$ cat config.mk
export PLATFORM = sky130hd
export DESIGN_NAME = divider_restoring
export DESIGN_NICKNAME = d
export VERILOG_FILES = /design/src/rtl/divider_restoring.sv
export SDC_FILE = /design/constraint.sdc
export NUM_CORES = 1
export LEC_CHECK = 0
export ABC_AREA = 1
export CORE_ASPECT_RATIO = 1.4
export CORE_MARGIN = 2
export CORE_UTILIZATION = 51
export DETAILED_ROUTE_END_ITERATION = 10
export PLACE_DENSITY_LB_ADDON = 0.2
export SYNTH_ARGS = -nofsm -noshare
export SYNTH_HDL_FRONTEND = slang
export SYNTH_SLANG_ARGS = --single-unit
$ cat constraint.sdc
create_clock -name clock -period 8.4 [get_ports clock]
set_input_delay 1.26 -clock clock [delete_from_list [all_inputs] [get_ports clock]]
set_output_delay 1.26 -clock clock [all_outputs]
set_load 0.005 [all_outputs]
$ cat src/rtl/divider_restoring.sv
// Multi-cycle unsigned restoring divider: one quotient bit per cycle, with
// valid/ready handshakes on the operand and result sides.

module AddSub_Structural #(
    parameter int WIDTH = 9
) (
    input  logic [WIDTH-1:0] a,
    input  logic [WIDTH-1:0] b,
    input  logic             sub_add,
    input  logic             carry_in,
    output logic [WIDTH-1:0] sum
);
    logic [WIDTH-1:0] b_eff;
    logic [WIDTH-1:0] carry;

    // Subtraction is a + ~b + 1: invert b and inject the +1 as the first carry.
    assign b_eff    = b ^ {WIDTH{sub_add}};
    assign carry[0] = carry_in ^ sub_add;

    for (genvar i = 0; i < WIDTH; i++) begin : g_fa
        assign sum[i] = a[i] ^ b_eff[i] ^ carry[i];
        if (i < WIDTH - 1) begin : g_carry
            assign carry[i+1] = (a[i] & b_eff[i]) | (carry[i] & (a[i] ^ b_eff[i]));
        end
    end
endmodule

module divider_restoring #(
    parameter int WORD_WIDTH = 16
) (
    input  logic                  clock,
    input  logic                  reset_n,
    input  logic                  in_valid,
    output logic                  in_ready,
    input  logic [WORD_WIDTH-1:0] A,
    input  logic [WORD_WIDTH-1:0] B,
    output logic                  out_valid,
    input  logic                  out_ready,
    output logic [WORD_WIDTH-1:0] quotient,
    output logic [WORD_WIDTH-1:0] remainder,
    output logic                  div_by_zero
);
    localparam int CW = $clog2(WORD_WIDTH);

    typedef enum logic [1:0] {
        IDLE = 2'd0,
        CALC = 2'd1,
        DONE = 2'd2
    } state_t;

    state_t                state, state_next;
    logic [WORD_WIDTH-1:0] rem_q, quo_q, divisor;
    logic [CW-1:0]         count;
    logic                  dbz_q;
    logic [WORD_WIDTH-1:0] rem_shift, quo_shift;
    logic [WORD_WIDTH:0]   trial;

    assign rem_shift = {rem_q[WORD_WIDTH-2:0], quo_q[WORD_WIDTH-1]};
    assign quo_shift = {quo_q[WORD_WIDTH-2:0], 1'b0};

    // One extra bit so the MSB of the difference acts as the borrow/sign.
    AddSub_Structural #(.WIDTH(WORD_WIDTH + 1)) u_trial (
        .a        ({1'b0, rem_shift}),
        .b        ({1'b0, divisor}),
        .sub_add  (1'b1),
        .carry_in (1'b0),
        .sum      (trial)
    );

    always_ff @(posedge clock or negedge reset_n) begin
        if (!reset_n) state <= IDLE;
        else          state <= state_next;
    end

    always_comb begin
        state_next = state;
        in_ready   = 1'b0;
        out_valid  = 1'b0;
        case (state)
            IDLE: begin
                in_ready = 1'b1;
                if (in_valid) state_next = (B == '0) ? DONE : CALC;
            end
            CALC: begin
                if (count == '0) state_next = DONE;
            end
            DONE: begin
                out_valid = 1'b1;
                if (out_ready) state_next = IDLE;
            end
            default: state_next = IDLE;
        endcase
    end

    always_ff @(posedge clock or negedge reset_n) begin
        if (!reset_n) begin
            rem_q   <= '0;
            quo_q   <= '0;
            divisor <= '0;
            count   <= '0;
            dbz_q   <= 1'b0;
        end else begin
            case (state)
                IDLE: begin
                    if (in_valid) begin
                        divisor <= B;
                        if (B == '0) begin
                            quo_q <= '1;
                            rem_q <= A;
                            dbz_q <= 1'b1;
                        end else begin
                            quo_q <= A;
                            rem_q <= '0;
                            count <= CW'(WORD_WIDTH - 1);
                            dbz_q <= 1'b0;
                        end
                    end
                end
                CALC: begin
                    if (!trial[WORD_WIDTH]) begin
                        rem_q <= trial[WORD_WIDTH-1:0];
                        quo_q <= quo_shift | WORD_WIDTH'(1);
                    end else begin
                        rem_q <= rem_shift;
                        quo_q <= quo_shift;
                    end
                    if (count != '0) count <= count - 1'b1;
                end
                default: ;
            endcase
        end
    end

    assign quotient    = quo_q;
    assign remainder   = rem_q;
    assign div_by_zero = dbz_q;
endmodule

# Word level (Yosys, flattened, before mapping)
# Cells that the tools add are included.
op_classes:
  n_addsub: 1
  n_eq_ne: 7
  n_mux: 20
  bitwise: 81
  n_reduce_logical: 9
op_table:
  columns: ["cell", "count"]
  rows:
  - ["2-to-1 mux 16 bit", 5]
  - ["case mux 16 bit (2 select lines)", 2]
  - ["bitwise XOR 1 bit", 32]
  - ["AND 1 bit", 31]
  - ["NOT 16 -> 17 bit", 1]
  - ["zero test 16 bit", 1]
  - ["OR 1 bit", 16]
  - ["2-to-1 mux 4 bit", 3]
  - ["!= test 2 bit, second input constant", 5]
  - ["2-to-1 mux 2 bit", 4]
  - ["case mux 4 bit (2 select lines)", 1]
  - ["case mux 2 bit (3 select lines)", 1]
  - ["zero test 4 bit", 1]
  - ["2-to-1 mux 1 bit", 4]
  - ["AND reduction 2 bit", 2]
  - ["AND reduction 4 bit", 1]
  - ["nonzero test 4 bit", 1]
  - ["subtractor 4 x 1 -> 4 bit, second input constant", 1]
  - ["AND reduction 3 bit", 1]
  - ["equality test 2 x 1 -> 1 bit, second input constant", 1]
  - ["equality test 2 bit, second input constant", 1]
  - ["zero test 2 bit", 1]
  - ["nonzero test 2 bit", 1]
  - ["NOT 1 bit", 1]
word_totals:
  ff_bits: 55
  output_inout_bits: 35
  elab_cells: 124

# Logic depth before layout (Yosys ltp)
# Gate-level depths: netlist (run 1).
depth:
  depth_word: 36
  depth_mapped: 24

# Hierarchy
# A second synthesis (run 1) with hierarchy kept.
hier_totals:
  cells_unflattened: 434
  area_unflattened_um2: 3659.8
by_module_without_submodules:
  columns: ["mod", "n_inst", "cells_each", "area_per_inst_um2"]
  rows:
  - ["divider_restoring", 1, 353, 2991.6]
  - ["AddSub_Structural", 1, 81, 668.1]

# Least setup slack after synthesis (run 1)
# OpenSTA, ideal clock, no wires.
synth_timing:
  path_type: "reg-to-reg"
  from: "register quo_q[15], in the netlist quotient[15]"
  to: "register rem_q[15], in the netlist remainder[15]"
  setup_time_ps: 129
  arrival_time_ps: 6753
  required_time_ps: 8271
  path_slack_ps: 1519
  path_stages_with_launch: 25
  synth_period_minus_slack_ps: 6881
  path_cell_list: "dfrtp_1 inv_1 ha_1 fa_1 fa_1 fa_1 fa_1 fa_1 fa_1 fa_1 fa_1 fa_1 fa_1 fa_1 fa_1 inv_1 fa_1 inv_1 fa_1 fa_1 clkbuf_1 nand2_1 o21ai_0 a21oi_1 a21boi_0"
synth_via:
  elab_chain_cells: 35
synth_rtl:
  columns: ["item", "line", "text"]
  rows:
  - ["start, declared", "52", "logic [WORD_WIDTH-1:0] rem_q, quo_q, divisor;"]
  - ["start signal, assigned", "122", "quo_q <= quo_shift | WORD_WIDTH'(1);"]
  - ["start signal, assigned", "125", "quo_q <= quo_shift;"]
  - ["AND 1 bit or bitwise XOR 1 bit (tied branches)", "23", "assign carry[i+1] = (a[i] & b_eff[i]) | (carry[i] & (a[i] ^ b_eff[i]));"]
  - ["OR 1 bit *", "23", null]
  - ["AND 1 bit *", "23", null]
  - ["OR 1 bit *", "23", null]
  - ["AND 1 bit *", "23", null]
  - ["OR 1 bit *", "23", null]
  - ["AND 1 bit *", "23", null]
  - ["OR 1 bit *", "23", null]
  - ["(+19 left out)", null, null]
  - ["OR 1 bit *", "23", null]
  - ["AND 1 bit *", "23", null]
  - ["OR 1 bit *", "23", null]
  - ["AND 1 bit", "23", null]
  - ["OR 1 bit", "23", null]
  - ["bitwise XOR 1 bit", "21", "assign sum[i] = a[i] ^ b_eff[i] ^ carry[i];"]
  - ["2-to-1 mux 16 bit *", "120", "if (!trial[WORD_WIDTH]) begin"]
  - ["case mux 16 bit (2 select lines) *", "103", "case (state)"]
  - ["end signal, assigned", "121", "rem_q <= trial[WORD_WIDTH-1:0];"]
  - ["end signal, assigned", "124", "rem_q <= rem_shift;"]
  - ["end, declared", "52", null]
# Mark *: on every way between the ends. The rest lies on a longest branch, timed or not.
# A chain may end at the register's enable or synchronous reset.

# Worst setup path in the final report (run 1)
layout_timing:
  from: "register quo_q[15], in the netlist quotient[15]"
  to: "register rem_q[3], in the netlist remainder[3]"
layout_via:
  elab_chain_cells: 35
layout_rtl:
  columns: ["item", "line"]
  rows:
  - ["AND 1 bit or bitwise XOR 1 bit (tied branches)", "23"]
  - ["OR 1 bit *", "23"]
  - ["AND 1 bit *", "23"]
  - ["OR 1 bit *", "23"]
  - ["AND 1 bit *", "23"]
  - ["OR 1 bit *", "23"]
  - ["AND 1 bit", "23"]
  - ["OR 1 bit", "23"]
  - ["(+19 left out)", null]
  - ["OR 1 bit", "23"]
  - ["AND 1 bit", "23"]
  - ["OR 1 bit", "23"]
  - ["AND 1 bit", "23"]
  - ["OR 1 bit", "23"]
  - ["bitwise XOR 1 bit", "21"]
  - ["2-to-1 mux 16 bit *", "120"]
  - ["case mux 16 bit (2 select lines) *", "103"]
# Marks and branches as above.

==> summary.md, run 1 <==
| Metric | Value |
|---|---|
| Mean number of vias per cell | `5.21` |
| Max Freq | `0.133 GHz` |
| # IOs | `roughly 70` |
| WP data required | `8.59 ns` |
| Initial antenna violation count | `0` |
| Initial core utilization | `0.523` |
| CTS tree | `built` |
| Grt ovf | `0` |
| Pre-CTS setup slack | `0.972 ns` |
| Synth Register Bits | `55` |
| Critical Path Source Type | `flip-flop` |
| Clock transition at path regs | `~0.09 ns` |
| Register area share after synthesis | `0.426` |
| Min Clock Period, post-route | `approximately 7.5 ns` |
| VDD IR max | `225 uV` |
| Routability congestion estimate from global placement | `approximately 0.86` |
| Fin worst setup slack | `0.899 ns` |
| Post-CTS Resized | `0` |
| Final wirelength | `7650 um` |
| # Max-Cap Violations | `0` |
| Area growth syn-to-layout | `24.3%` |
| Pwr dens | `402 mW/mm^2` |
| Final nets | `just over 500` |
| Post-route ant nets | `0` |
| Synthesized area per cell | `approximately 8.1 um^2` |
| CTS max path bufs | `2` |
| Clock root cell | `clkbuf_8` |
| P_leak | `1.90 nW` |
| Max-slew violations | `0` |
| Die height | `98.1 um` |
| Actual slew at the worst max-slew pin | `between 0.9 and 1 ns` |
| First-pass GRT wire length | `12,900 um` |
| Final Hold Viols | `0` |
| Die Wd | `roughly 71 um` |
| Ant. Diodes | `0` |
| Clock skew | `approximately 0.0062 ns` |
| Critical Path AT | `roughly 7.7 ns` |
| Initial drt markers | `200` |
| Yosys cell types | `25` |
| Outcome | `completed` |
| Mapped Cells | `400` |
| Post-Syn Area | `0.00323 mm^2` |
| Vias in the first global route | `2,686` |
| Finish-stage setup viols | `0` |
| Layout cells sized above 1 | `0.0522` |
| Maximum fanout along the worst path | `33` |
| RSZ-0062 raised after global routing | `no` |
| Post-CTS Setup Inserts | `0` |
| Post-CTS Hold Fix Bufs | `0` |
| CTS buffer count | `5` |
| Kind of critical path | `reg -> reg` |
| Worst setup EP type | `flip-flop` |
| Via count | `2,773` |
| CTS H-tree lvls | `2` |
| Syn Nets | `around 450` |
| Post-DP HPWL | `5360 um` |
| Fill cell count | `550` |
| DIE AREA | `between 0.006 and 0.007 mm^2` |
| Total Routing Usage GR | `0.231` |
| Final Cycle Share | `0.893` |
| Largest net degree at the start of global routing | `56` |
| Clk_lat worst skew | `0.30 ns` |
| Num rows | `34` |
| Final setup TNS | `0 ns` |
| DR WL/cell | `14.4 um` |
| Port bufs | `70` |
| Slew headroom | `0.355` |
| Drt first pass iters | `4` |
| Post-route DRC | `0` |
| Hold Crit Class | `reg -> reg` |
| Clk sinks | `55` |
| Ys Warns | `0` |
| Core Area | `0.00617 mm^2` |
## synth_stat cells (all sizes together)
| master | number | area, um^2 |
|---|---|---|
| clkbuf | 6 | 22.5 |
| buf | 14 | 95.1 |
| nor2 | 16 | 80.1 |
| a21oi | 32 | 164 |
| nand3b | 14 | 105 |
| nand3 | 13 | 70.1 |
| nand2 | 149 | 564 |
| ha | 2 | 25.0 |
| fa | 15 | 300 |
| a21boi | 16 | 120 |
| clkinv | 1 | 3.75 |
| nand4 | 1 | 6.26 |
| or2 | 3 | 18.8 |
| dfrtp | 55 | 1380 |
| inv | 31 | 116 |
| o21ai | 32 | 160 |
## logic make-up after synthesis
group | share of synthesized area
AND/OR/NAND/NOR | 0.262
adder cells (fa/ha/maj) | 0.101
flip-flops | 0.426
buffers and inverters | 0.0736
AO/OA/AOI/OAI | 0.138
## layout make-up
type	count	area, um^2	share of cell area
clock buffers	8	100	0.0250
inverters	32	120	0.0299
multi-input cells	293	1610	0.402
flip-flops and latches	55	1380	0.343
well taps	72	90.1	0.0225
repair buffers	72	711	0.177
## path summary, 6_finish.rpt
kind / startpoint / end / slack (ns) / cells after the start
max reg2reg: quotient[15]$_DFFE_PN0P_ / remainder[3]$_DFFE_PN0P_ / 0.90 / 23
min reg2reg: count[2]$_DFFE_PN0P_ / count[2]$_DFFE_PN0P_ / 0.48 / 2
max: quotient[15]$_DFFE_PN0P_ / remainder[3]$_DFFE_PN0P_ / 0.90 / 23
min: count[2]$_DFFE_PN0P_ / count[2]$_DFFE_PN0P_ / 0.48 / 2
min in group asynchronous: reset_n / remainder[3]$_DFFE_PN0P_ / 1.07 / 2
max in group asynchronous: reset_n / divisor[12]$_DFFE_PN0P_ / 6.84 / 2
## report_power, final
group | total (mW) | internal [mW] | switching [mW]
logic | 0.948 | 0.434 | 0.514
clock network | 0.159 | 0.0755 | 0.0837
registers | 0.505 | 0.395 | 0.109
## routing by layer
layer / vias to the layer above / GRT usage / routed length [um]
li1: 1390 / - / -
met1: 1320 / 0.339 / 3520
met2: 58 / 0.365 / 3780
met3: 5 / 0.0361 / 279
met4: 0 / 0.0479 / 61
met5: - / 0 / 0
## cell usage in the layout (no fill, tap or decap), types with 2 or more instances in the layout
master and count:
inv_2 3, nor2_1 12, buf_4 2, nor2_2 2
nor2_4 2, a21oi_1 31, nand2_2 2, clkbuf_8 7
a21boi_1 15, or2_2 3, fa_1 15, nand3_1 12
ha_1 2, clkdlybuf4s50_1 69, o21ai_0 31, nand2_1 147
nand3b_1 14, dfrtp_1 55, inv_1 28
## state kept, by name, indices dropped and copies added (netlist names)
name         cells
quotient        16
state            2
div_by_zero      1
remainder       16
count            4
divisor         16
## per-stage QoR
step / utilization / cells / cell area [um^2] / power, mW / hold WS, ns
5_1_grt: 0.650 / 532 / 4010 / 1.79 / 0.505
3_3_place_gp: 0.634 / 524 / 3910 / 1.42 / 0.455
2_1_floorplan: - / 400 / 3230 / 1.14 / 0.442
4_1_cts: 0.650 / 532 / 4010 / 1.62 / 0.486
3_5_place_dp: 0.634 / 524 / 3910 / 1.45 / 0.463
6_report: 0.650 / 532 / 4010 / 1.61 / 0.480
## critical path, cell delays in order (launching register included)
cell      delay (ns)
dfrtp_1         0.40
inv_1           0.06
ha_1            0.20
fa_1            0.39
fa_1            0.40
fa_1            0.41
fa_1            0.40
fa_1            0.41
fa_1            0.40
fa_1            0.39
fa_1            0.40
fa_1            0.40
fa_1            0.40
fa_1            0.39
fa_1            0.36
inv_1           0.07
fa_1            0.16
inv_1           0.05
fa_1            0.38
fa_1            0.77
nand2_1         0.16
o21ai_0         0.10
a21oi_1         0.22
a21boi_1        0.09
Power figures use the tool's default switching activity.
==> run 2, diff against run 1 <==
--- a/config.mk
+++ b/config.mk
@@ -14,3 +14,4 @@
 export SYNTH_ARGS = -nofsm -noshare
 export SYNTH_HDL_FRONTEND = slang
 export SYNTH_SLANG_ARGS = --single-unit
+export TNS_END_PERCENT = 100
==> results of run 2 <==
No change in the layout: final DEF, timing and power equal those of run 1.
==> run 3, diff against run 2 <==
--- a/config.mk
+++ b/config.mk
@@ -10,7 +10,7 @@
 export CORE_MARGIN = 2
 export CORE_UTILIZATION = 51
 export DETAILED_ROUTE_END_ITERATION = 10
-export PLACE_DENSITY_LB_ADDON = 0.2
+export PLACE_DENSITY = 0.8
 export SYNTH_ARGS = -nofsm -noshare
 export SYNTH_HDL_FRONTEND = slang
 export SYNTH_SLANG_ARGS = --single-unit
==> summary.md, run 3 (synthesis results as in run 1) <==
| Metric | Value |
|---|---|
| Clock skew | `0.00795 ns (was 0.00623 ns)` |
| Int Pwr | `0.903 mW (was 0.905 mW)` |
| Via count | `2,832 (was 2,773)` |
| Post-route DRC | `0 (unchanged)` |
| Post-DP HPWL | `5510 um (was 5360 um)` |
| # IOs | `71 (unchanged)` |
| Max stage delay cell, worst path | `fa_1 (unchanged)` |
| Final wirelength | `7800 um (was 7650 um)` |
| Clock transition at path regs | `0.10 ns (was 0.09 ns)` |
| Final nets | `512 (unchanged)` |
| Drt first pass iters | `4 (unchanged)` |
| Most frequent cells in the layout | `nand2_1, clkdlybuf4s50_1, dfrtp_1, o21ai_0, a21oi_1 (unchanged)` |
| Maximum fanout along the worst path | `33 (unchanged)` |
| Hold path cells | `2 (unchanged)` |
| Largest net degree at the start of global routing | `56 (unchanged)` |
| Clk_lat worst skew | `0.31 ns (was 0.30 ns)` |
| Worst Path Buf+Inv | `3 (unchanged)` |
| Port bufs | `70 (unchanged)` |
| Cells along the critical path | `inv_1 > ha_1 > fa_1 > fa_1 > fa_1 > fa_1 > fa_1 > fa_1 > fa_1 > fa_1 > fa_1 > fa_1 > fa_1 > fa_1 > inv_1 > fa_1 > inv_1 > fa_1 > fa_1 > nand2_1 > o21ai_0 > a21oi_1 > a21boi_1 (unchanged)` |
| DIE AREA | `0.00699 mm^2 (unchanged)` |
| Final Cycle Share | `0.905 (was 0.893)` |
| CTS max path bufs | `2 (unchanged)` |
| CTS tree | `built (unchanged)` |
| Num rows | `34 (unchanged)` |
| Initial core utilization | `0.523 (unchanged)` |
| Reg2Reg Setup Slack | `0.80 ns (was 0.90 ns)` |
| Critical Path Source Type | `flip-flop (unchanged)` |
| Hold Crit Class | `reg -> reg (unchanged)` |
| Actual slew at the worst max-slew pin | `0.997 ns (was 0.965 ns)` |
| Post-CTS Hold Fix Bufs | `0 (unchanged)` |
| Clock root cell | `clkbuf_8 (unchanged)` |
| Initial antenna violation count | `0 (unchanged)` |
| Sw frac | `0.442 (was 0.439)` |
| Crit path top cell by count | `fa_1 (unchanged)` |
| Post-CTS Resized | `0 (unchanged)` |
| Hold worst-path end | `count[1]$_DFFE_PN0P_ (was count[2]$_DFFE_PN0P_)` |
| Clock power share | `0.099 (about the same)` |
| Max-slew violations | `0 (unchanged)` |
| Total Routing Usage GR | `0.238 (was 0.231)` |
| Crit. Startpoint | `quotient[15]$_DFFE_PN0P_ (unchanged)` |
| CTS buffer count | `5 (unchanged)` |
| WP data required | `8.60 ns (was 8.59 ns)` |
| Outcome | `completed (unchanged)` |
| Final Hold Viols | `0 (unchanged)` |
| RSZ-0062 raised after global routing | `no (unchanged)` |
| First-pass GRT wire length | `13,200 um (was 12,900 um)` |
| Pwr dens | `404 mW/mm^2 (was 402 mW/mm^2)` |
| Vias in the first global route | `2,764 (was 2,686)` |
| CTS H-tree lvls | `2 (unchanged)` |
| Area growth syn-to-layout | `24.3% (unchanged)` |
| Slew headroom | `0.333 (was 0.355)` |
| Worst setup EP type | `flip-flop (unchanged)` |
| Post-CTS Setup Inserts | `0 (unchanged)` |
| Clk sinks | `55 (unchanged)` |
| Top delay family on crit path | `adder cells (unchanged)` |
| Post-route ant nets | `0 (unchanged)` |
| VDD IR max | `232 uV (was 225 uV)` |
| Finish-stage setup viols | `0 (unchanged)` |
| Switching pwr | `0.716 mW (was 0.707 mW)` |
| Die Wd | `71.2 um (unchanged)` |
| Most common cell after layout, fill and taps aside | `nand2_1 (unchanged)` |
| Layout cells sized above 1 | `0.0522 (unchanged)` |
| DR WL/cell | `14.7 um (was 14.4 um)` |
| Min Clock Period, post-route | `7.60 ns (was 7.50 ns)` |
| Comb pwr share | `0.590 (was 0.588)` |
| R2r startpoint | `quotient[15]$_DFFE_PN0P_ (unchanged)` |
| Reg-to-reg critical path endpoint | `remainder[3]$_DFFE_PN0P_ (unchanged)` |
| P_leak | `1.90 nW (unchanged)` |
| Kind of critical path | `reg -> reg (unchanged)` |
| Initial drt markers | `297 (was 200)` |
| Core Area | `0.00617 mm^2 (unchanged)` |
| R2R cell count | `23 (unchanged)` |
| Grt ovf | `0 (unchanged)` |
| Sequential share of power | `0.311 (was 0.313)` |
| Worst hold path startpoint | `count[1]$_DFFE_PN0P_ (was count[2]$_DFFE_PN0P_)` |
| Die height | `98.1 um (unchanged)` |
| Mean number of vias per cell | `5.32 (was 5.21)` |
| Final setup TNS | `0 ns (unchanged)` |
| Ant. Diodes | `0 (unchanged)` |
| Critical path's largest stage delay | `0.78 ns (was 0.77 ns)` |
| # Max-Cap Violations | `0 (unchanged)` |
| Routability congestion estimate from global placement | `0.831 (was 0.865)` |
| Critical Path AT | `7.80 ns (was 7.69 ns)` |
| Total power | `1.62 mW (was 1.61 mW)` |
| Max Freq | `0.132 GHz (was 0.133 GHz)` |
run 3: final cells by class:
type / instances / area, um^2
multi-input cells: 293 / 1610
well taps: 72 / 90.1
inverters: 32 / 120
repair buffers: 72 / 711
clock buffers: 8 / 100
fillers: 521 / 2160
flip-flops and latches: 55 / 1380
run 3: per-layer routing:
metal	global-route usage	share of wire	vias up
li1	-	-	1390
met2	0.398	0.51	64
met1	0.323	0.44	1365
met5	0	0	-
met3	0.0310	0.036	13
met4	0.0668	0.017	0
run 3: power groups by stage:
| stage | Combinational [mW] | Clock, mW | Sequential, mW |
|---|---|---|---|
| 6_report | 0.955 | 0.161 | 0.504 |
| 5_1_grt | 1.09 | 0.175 | 0.520 |
| 4_1_cts | 0.958 | 0.163 | 0.505 |
| 3_5_place_dp | 0.951 | 0 | 0.508 |
| 3_3_place_gp | 0.909 | 0 | 0.507 |
| 2_1_floorplan | 0.651 | 0 | 0.489 |
run 3: through the flow:
| step | hold WS, ns | instance area, um^2 | utilization | std cells | setup WS (ns) |
|---|---|---|---|---|---|
| after global placement | 0.457 | 3910 | 0.634 | 524 | 1.08 |
| final | 0.483 | 4010 | 0.650 | 532 | 0.798 |
| after floorplan | 0.442 | 3230 | - | 400 | 1.52 |
| after global routing | 0.526 | 4010 | 0.650 | 532 | 0.485 |
| after detailed placement | 0.465 | 3910 | 0.634 | 524 | 0.892 |
| after CTS | 0.486 | 4010 | 0.650 | 532 | 0.856 |
run 3: worst max-delay path by stage:
| stage | to | cells after the start | slack, ns |
|---|---|---|---|
| after floorplan | remainder[15]$_DFFE_PN0P_ | 24 | 1.52 |
| after global placement | remainder[15]$_DFFE_PN0P_ | 22 | 1.08 |
| after detailed placement | remainder[2]$_DFFE_PN0P_ | 23 | 0.89 |
| after CTS | remainder[2]$_DFFE_PN0P_ | 23 | 0.86 |
| after global routing | remainder[2]$_DFFE_PN0P_ | 23 | 0.49 |
| final | remainder[3]$_DFFE_PN0P_ | 23 | 0.80 |
run 3: worst reg2reg max path, delay by kind of cell, from the launching register on:
family                   cells  cell delay (ns)
adder cells (fa/ha/maj)     16             6.26
AO/OA/AOI/OAI                3             0.43
buffers and inverters        3             0.18
flip-flops                   1             0.42
AND/OR/NAND/NOR              1             0.19
==> RTL change, RTL diff (settings of run 2) <==
`WORD_WIDTH`: 16 -> 32.
--- a/src/rtl/divider_restoring.sv
+++ b/src/rtl/divider_restoring.sv
@@ -27,5 +27,5 @@
 
 module divider_restoring #(
-    parameter int WORD_WIDTH = 16
+    parameter int WORD_WIDTH = 32
 ) (
     input  logic                  clock,
Interface: changed (resized A, B, quotient and remainder); port bits go from 71 to 135. No check against the original RTL was run, so the function may have changed too.
==> RTL change against run 2 <==
The flow now finishes with violations (setup timing). Sequential share of layout area down 2.4 points. Wire length up 120%. Worst setup slack worse by 4.6 ns. Cell area up 100%. Synthesized cell count up 100%. Power up 130%. Die area up 89%. Core utilization up 3.3 points. Synthesized area up 94%. Fmax down 38%. Sequential cell count up 49. Critical path type unchanged. Sequential power up 91%. Worst hold slack better by 0.025 ns. Combinational power up 140%.
==> RTL change: results (changes against run 2) <==
\begin{tabular}{lr}
\hline
Metric & Value \\
\hline
\multicolumn{2}{l}{\textbf{Setup path}} \\
Longest individual stage delay on the worst path & 0.40 ns (was 0.77 ns) \\
Max stage delay cell, worst path & sky130\_fd\_sc\_hd\_\_fa\_2 (was sky130\_fd\_sc\_hd\_\_fa\_1) \\
\multicolumn{2}{l}{\textbf{Finish}} \\
Number of logic inverters in the finished layout & 112 (was 32) \\
Post-synthesis to final-layout area growth & 30.04\% (was 24.26\%) \\
Multi-input combinational area share & 0.3837 (was 0.4024) \\
Non-clock buffers & 158 (was 72) \\
Fraction of area in clock buffers and inverters & 0.03390 (was 0.02495) \\
\multicolumn{2}{l}{\textbf{Outcome}} \\
Outcome & complete, but fails checks (was finished, final reports clean) \\
Failing checks & setup timing \\
\multicolumn{2}{l}{\textbf{Route}} \\
Via Count & 5659 (was 2773) \\
Met3 WL & 814 µm (was 279 µm) \\
\multicolumn{2}{l}{\textbf{Power}} \\
Internal portion of total power & 2.096 mW (was 0.9049 mW) \\
Power of the clock network & 0.410 mW (was 0.159 mW) \\
Worst-case vdd ir drop & 294.8 µV (was 225.5 µV) \\
Leakage power & 3.910 nW (was 1.901 nW) \\
\multicolumn{2}{l}{\textbf{Place}} \\
Post-detail-place hpwl & 12.32 mm (was 5.359 mm) \\
Weighted congestion reported at the end of routability-driven placement & 0.8559 (was 0.8645) \\
Instance area at placement & 7864 µm² (was 3911 µm²) \\
DP Cell Count & 1075 (was 524) \\
\multicolumn{2}{l}{\textbf{Synthesis}} \\
Top cells by area in the synthesized netlist & sky130\_fd\_sc\_hd\_\_dfrtp\_1, sky130\_fd\_sc\_hd\_\_nand2\_1, sky130\_fd\_sc\_hd\_\_fa\_1, sky130\_fd\_sc\_hd\_\_a21boi\_1, sky130\_fd\_sc\_hd\_\_inv\_1 (was sky130\_fd\_sc\_hd\_\_dfrtp\_1, sky130\_fd\_sc\_hd\_\_nand2\_1, sky130\_fd\_sc\_hd\_\_fa\_1, sky130\_fd\_sc\_hd\_\_a21oi\_1, sky130\_fd\_sc\_hd\_\_o21ai\_0) \\
Cell count after synthesis & 813 (was 400) \\
\multicolumn{2}{l}{\textbf{Timing}} \\
Setup ws final & -3.665 ns (was 0.8990 ns) \\
Sum Neg Setup Slack & -119.84 ns (was 0 ns) \\
Number of setup violations in the final report & 33 (was 0) \\
Largest clock skew in the final design & 0.006592 ns (was 0.006232 ns) \\
\multicolumn{2}{l}{\textbf{Clock network}} \\
Worst-skew pair later-pin latency & 0.34 ns (was 0.30 ns) \\
H-tree depth & 3 (was 2) \\
Post-cts gate resize count & 10 (was 0) \\
Clock slew seen by the registers of the worst setup and hold paths & 0.07 ns (was 0.09 ns) \\
\multicolumn{2}{l}{\textbf{Global routing}} \\
Met1 track demand over resource in global routing & 0.3017 (was 0.3388) \\
Pin count of the biggest net entering global routing & 90 (was 56) \\
\multicolumn{2}{l}{\textbf{Min path}} \\
Worst min-delay path startpoint & divisor[0]\$\_DFFE\_PN0P\_ (was count[2]\$\_DFFE\_PN0P\_) \\
\hline
\end{tabular}
RTL change: cells by family after synthesis:
logic type,count (synthesis),share of synthesized area
AOI/OAI and AO/OA,139,0.1368
adders and majority gates,34,0.1049
buffers and inverters,155,0.1021
DFF,104,0.4148
and+or+nand+nor,381,0.2413
RTL change: worst max path at each step:
stage                                   from                        end  slack, ns  cells after the start
floorplan           quotient[31]$_DFFE_PN0P_  remainder[10]$_DFFE_PN0P_      -3.35                     41
global placement    quotient[31]$_DFFE_PN0P_  remainder[29]$_DFFE_PN0P_      -3.48                     40
detailed placement  quotient[31]$_DFFE_PN0P_  remainder[12]$_DFFE_PN0P_      -3.71                     39
CTS                 quotient[31]$_DFFE_PN0P_  remainder[21]$_DFFE_PN0P_      -3.65                     40
global route        quotient[31]$_DFFE_PN0P_  remainder[12]$_DFFE_PN0P_      -3.95                     39
finish              quotient[31]$_DFFE_PN0P_  remainder[14]$_DFFE_PN0P_      -3.67                     40
